==> config.mk <==
export PLATFORM = sky130hd
export DESIGN_NAME = detector_seq_ctrl
export DESIGN_NICKNAME = d
export VERILOG_FILES = /design/src/rtl/detector_seq_ctrl.sv
export SDC_FILE = /design/constraint.sdc
export NUM_CORES = 1
export LEC_CHECK = 0
export CORE_ASPECT_RATIO = 0.9
export CORE_MARGIN = 2
export CORE_UTILIZATION = 40
export DETAILED_ROUTE_END_ITERATION = 6
export GPL_ROUTABILITY_DRIVEN = 0
export PLACE_DENSITY = 0.67
export SETUP_SLACK_MARGIN = 0.4
export SYNTH_ARGS = -nofsm -noshare
export SYNTH_HDL_FRONTEND = slang
export SYNTH_SLANG_ARGS = --single-unit
export TNS_END_PERCENT = 1
==> constraint.sdc <==
create_clock -name clk -period 1.8 [get_ports clk]
set_input_delay 0.18 -clock clk [delete_from_list [all_inputs] [get_ports clk]]
set_output_delay 0.18 -clock clk [all_outputs]
set_load 0.03 [all_outputs]
==> src/rtl/detector_seq_ctrl.sv <==
// Word-to-serial sequencer for a bit-serial detector FSM.
// Shifts each word MSB first and returns the hit count and last y.
module detector_seq_ctrl #(
  parameter int WORD_W = 8,
  parameter int CNT_W  = 8
) (
  input  logic              clk,
  input  logic              rst,
  input  logic              in_valid,
  output logic              in_ready,
  input  logic [WORD_W-1:0] in_data,
  input  logic              in_frame,
  output logic              det_x,
  output logic              det_rst,
  input  logic [1:0]        det_y,
  output logic              out_valid,
  input  logic              out_ready,
  output logic [CNT_W-1:0]  out_hits,
  output logic [1:0]        out_last_y
);

  localparam int IDX_W = $clog2(WORD_W);
  localparam logic [IDX_W-1:0] LAST_IDX = IDX_W'(WORD_W - 1);

  typedef enum logic [2:0] {
    IDLE,
    CLEAR,
    SHIFT,
    DRAIN,
    DONE
  } state_e;

  state_e            state_q, state_d;
  logic [WORD_W-1:0] word_q, word_d;
  logic [IDX_W-1:0]  idx_q, idx_d;
  logic              drain_q, drain_d;
  logic [1:0]        vld_q, vld_d;
  logic [CNT_W-1:0]  hits_q, hits_d;
  logic [1:0]        last_y_q, last_y_d;
  logic              in_ready_q, in_ready_d;
  logic              det_x_q, det_x_d;
  logic              det_rst_q, det_rst_d;
  logic              out_valid_q, out_valid_d;

  logic accept;
  logic done_hs;

  always_comb begin
    state_d     = state_q;
    word_d      = word_q;
    idx_d       = idx_q;
    drain_d     = drain_q;
    hits_d      = hits_q;
    last_y_d    = last_y_q;
    accept      = in_valid && in_ready_q;
    done_hs     = out_valid_q && out_ready;

    // vld_q[1] marks det_y as the response to a shifted bit
    if (vld_q[1]) begin
      if (det_y != 2'b00 && hits_q != {CNT_W{1'b1}}) begin
        hits_d = hits_q + 1'b1;
      end
      if (state_q == DRAIN) begin
        last_y_d = det_y;
      end
    end

    unique case (state_q)
      IDLE: begin
        if (accept) begin
          word_d  = in_data;
          idx_d   = '0;
          hits_d  = '0;
          state_d = in_frame ? CLEAR : SHIFT;
        end
      end
      CLEAR: state_d = SHIFT;
      SHIFT: begin
        if (idx_q == LAST_IDX) begin
          state_d = DRAIN;
          drain_d = 1'b0;
        end else begin
          idx_d = idx_q + 1'b1;
        end
      end
      DRAIN: begin
        if (drain_q) begin
          state_d = DONE;
        end else begin
          drain_d = 1'b1;
        end
      end
      DONE: begin
        if (done_hs) begin
          state_d = IDLE;
        end
      end
      default: state_d = IDLE;
    endcase

    vld_d       = {vld_q[0], state_d == SHIFT};
    in_ready_d  = (state_d == IDLE);
    det_rst_d   = (state_d == CLEAR);
    out_valid_d = (state_d == DONE);
    det_x_d     = 1'b0;
    if (state_d == SHIFT) begin
      det_x_d = word_d[LAST_IDX - idx_d];
    end
  end

  always_ff @(posedge clk) begin
    if (rst) begin
      state_q     <= IDLE;
      word_q      <= '0;
      idx_q       <= '0;
      drain_q     <= 1'b0;
      vld_q       <= 2'b00;
      hits_q      <= '0;
      last_y_q    <= 2'b00;
      in_ready_q  <= 1'b0;
      det_x_q     <= 1'b0;
      det_rst_q   <= 1'b1;
      out_valid_q <= 1'b0;
    end else begin
      state_q     <= state_d;
      word_q      <= word_d;
      idx_q       <= idx_d;
      drain_q     <= drain_d;
      vld_q       <= vld_d;
      hits_q      <= hits_d;
      last_y_q    <= last_y_d;
      in_ready_q  <= in_ready_d;
      det_x_q     <= det_x_d;
      det_rst_q   <= det_rst_d;
      out_valid_q <= out_valid_d;
    end
  end

  assign in_ready   = in_ready_q;
  assign det_x      = det_x_q;
  assign det_rst    = det_rst_q;
  assign out_valid  = out_valid_q;
  assign out_hits   = hits_q;
  assign out_last_y = last_y_q;

endmodule

==> reports/summary.txt, run 1 <==
Status = finished, violations left
Failing checks = negative setup slack
Leak = 0.855 nW
Total power = 0.00179 W
Starting density of the core = 42.7%
Area grow syn2layout = 47.6%
Synthesized area = 1460 µm²
Crit-path cells = or3b_4 -> or3_1 -> a211o_1 -> a311oi_2 -> a2111oi_2
Synth warn = 0
Max-slew headroom = 76.2%
Filler cells = 268
Post-Syn Nets = 185
Clk slew on worst S/H paths = 0.07 ns
WL per Instance = 14.4 µm
Core Area = 3430 µm²
Period minus WS final = 1.85 ns
Die height = 61.4 µm
Worst-Skew Late Latency = 0.28 ns
Via/cell ratio = 5.24
Post-layout net count = 231
Die W = 67.7 µm
Routed vias = 1358
Delay-heaviest family, CP = simple AND/OR/NAND/NOR gates
Synthesized netlist cell count = 168
Buffers plus inverters on the worst setup path = 0
CP arrival = 2.00 ns
Post-DP HPWL = 2510 µm
ANT cells = 0
CTS max path bufs = 2
Proportion of synthesized chip area in sequential cells = 42.4%
FF+latch count, synth = 31
Final setup viols = 1
CTS Buf Count = 5
Drt pass-1 iters = 4
# rows = 20
DR iter-0 viols = 72
Clk sinks = 31
Gr usage total = 19.9%
Most common cell after layout, fill and taps aside = dfxtp_1
CP Class = flip-flop to flip-flop
Most frequent cells in the layout = 28 x dfxtp_1, 20 x nand2_1, 20 x buf_4, 18 x nor2_1, 15 x a21oi_1
Max stage delay on crit path = 0.47 ns
PnR worst setup slack = -0.0514 ns
First-pass GRT wire length = 6130 µm
Root Buffer = clkbuf_8
Die ar. = 4160 µm²
Crit share post-route = 103%
RSZ-0062 raised after global routing = yes
Max FO, Critical Path = 6
Global route total overflow = 0
Final Slew Violations = 0
Worst hold path class = input port to flip-flop
Pre-CTS WS = -0.116 ns
Top-level I/O count = 29
Worst Skew = 0.00556 ns
Ys flop type = dfxtp_1
Routed wire length = 3740 µm
Cell area power density = 828 nW/µm²
Asr flop ratio synth = 0%
Post-CTS setup buffer count = 0
Yosys cell types = 42
DR DRC count = 0
H-tree Lvls = 2
Setup TNS = -0.0514 ns
Layout cell share with drive strength beyond 1 = 24.7%
Antenna viol nets, final = 0
# port buffers = 28
CP Launch Type = flip-flop
Final hold viol count = 0
Max Clk Rate = 540 MHz
Worst EP required = 1.95 ns
Mean post-synth cell area = 8.71 µm²
Slowest cell on crit path = or3b_4
Worst slew pin tran = 0.356 ns
Vias in the first global route = 1315
CTS tree = yes
Number of synthesized flops with an enable pin = 0
VDD IR max = 0.562 mV
Maxcap violations = 0
CP Capture Type = flip-flop
Largest net degree at the start of global routing = 20
Initial antenna violation count = 0
==> area by class of cell <==
| cell class | count | area [µm²] | share of cell area (%) |
|---|---|---|---|
| multi-input cells | 126 | 923 | 42.8 |
| flip-flops and latches | 31 | 627 | 29.0 |
| repair buffers | 48 | 413 | 19.1 |
| clock buffers | 6 | 72.6 | 3.36 |
| clock inverters | 2 | 60.1 | 2.78 |
| well taps | 44 | 55.1 | 2.55 |
| inverters | 2 | 7.51 | 0.348 |
==> metal layers <==
metal	GRT usage, %	vias to the layer above	wire, µm
met5	0	-	0
met3	5.48	5	158
met2	33.8	28	1860
met4	6.12	0	33
met1	24.8	646	1690
li1	-	679	-
==> stage by stage <==
step | utilization (%) | area, µm² | instances | hold slack [ns]
finish | 63.0 | 2160 | 259 | 0.448
global route | 63.0 | 2160 | 259 | 0.455
CTS | 61.6 | 2110 | 259 | 0.452
detailed placement | 55.6 | 1910 | 251 | 0.428
global placement | 55.6 | 1910 | 251 | 0.436
floorplan | - | 1470 | 168 | 0.267
==> cells by family after synthesis <==
family	count (synthesis)	synth area share, %
buffers and inverters	11	3.85
xor gates and xnor gates	7	4.19
muxes	7	5.22
adders and majority gates	2	1.71
and+or+nand+nor	74	25.4
AOI/OAI and AO/OA	36	17.2
DFF	31	42.4
==> final timing paths <==
path / from / endpoint / slack [ns] / depth (start not counted)
setup / recovery: state_q[1] / det_x / -0.05 / 5
hold / removal: in_data[2] / word_q[2] / 0.45 / 3
setup reg to reg: state_q[1] / det_x / -0.05 / 5
hold reg to reg: vld_q[0] / vld_q[1] / 0.45 / 1
==> flip-flops by register name, summed over array words and instances (netlist names) <==
signal      count
out_last_y      2
out_hits        8
vld_q           2
det_rst         1
idx_q           3
state_q         3
drain_q         1
det_x           1
out_valid       1
in_ready        1
word_q          8
==> cells in the mapped netlist, types with 3 or more instances <==
| master | instances | area, µm² |
|---|---|---|
| clkbuf_1 | 5 | 18.8 |
| nor2_1 | 18 | 67.6 |
| xor2_1 | 6 | 52.6 |
| mux2i_1 | 5 | 50.1 |
| nor2b_1 | 4 | 25.0 |
| nand4_1 | 4 | 25.0 |
| nand3_1 | 4 | 20.0 |
| and3_1 | 4 | 25.0 |
| nand2_1 | 22 | 82.6 |
| dfxtp_1 | 31 | 621 |
| nor3b_1 | 3 | 22.5 |
| nand2b_1 | 5 | 31.3 |
| a21oi_1 | 15 | 75.1 |
| o21ai_0 | 3 | 15.0 |
==> power breakdown <==
group / internal (W) / leakage, nW / switching (W) / total, W
Sequential: 0.000710 / 0.253 / 0.0000166 / 0.000727
Clock: 0.000553 / 0.0654 / 0.000261 / 0.000814
Combinational: 0.000119 / 0.536 / 0.000129 / 0.000247
Total: 0.00138 / 0.855 / 0.000406 / 0.00179
==> timing repair <==
action | 4_1_cts | 5_1_grt
hold buffers | 0 | 0
pin swaps | 15 | 17
setup endpoints to repair | 33 | 18
resized for setup | 37 | 6
==> worst register-to-register path, cell delays in order (launching register included) <==
cell       delay (ns)
dfxtp_2          0.37
or3b_4           0.47
or3_1            0.34
a211o_1          0.27
a311oi_2         0.21
a2111oi_2        0.06
(Power assumes the default switching activity.)
==> run 2: changes to the inputs <==
--- a/config.mk
+++ b/config.mk
@@ -8,10 +8,12 @@
 export CORE_ASPECT_RATIO = 0.9
 export CORE_MARGIN = 2
 export CORE_UTILIZATION = 40
+export CTS_CLUSTER_SIZE = 14
 export DETAILED_ROUTE_END_ITERATION = 6
 export GPL_ROUTABILITY_DRIVEN = 0
 export PLACE_DENSITY = 0.67
 export SETUP_SLACK_MARGIN = 0.4
+export SLEW_MARGIN = 20
 export SYNTH_ARGS = -nofsm -noshare
 export SYNTH_HDL_FRONTEND = slang
 export SYNTH_SLANG_ARGS = --single-unit
==> results of run 2 <==
The final DEF is identical to that of run 1; final timing and power are the same.
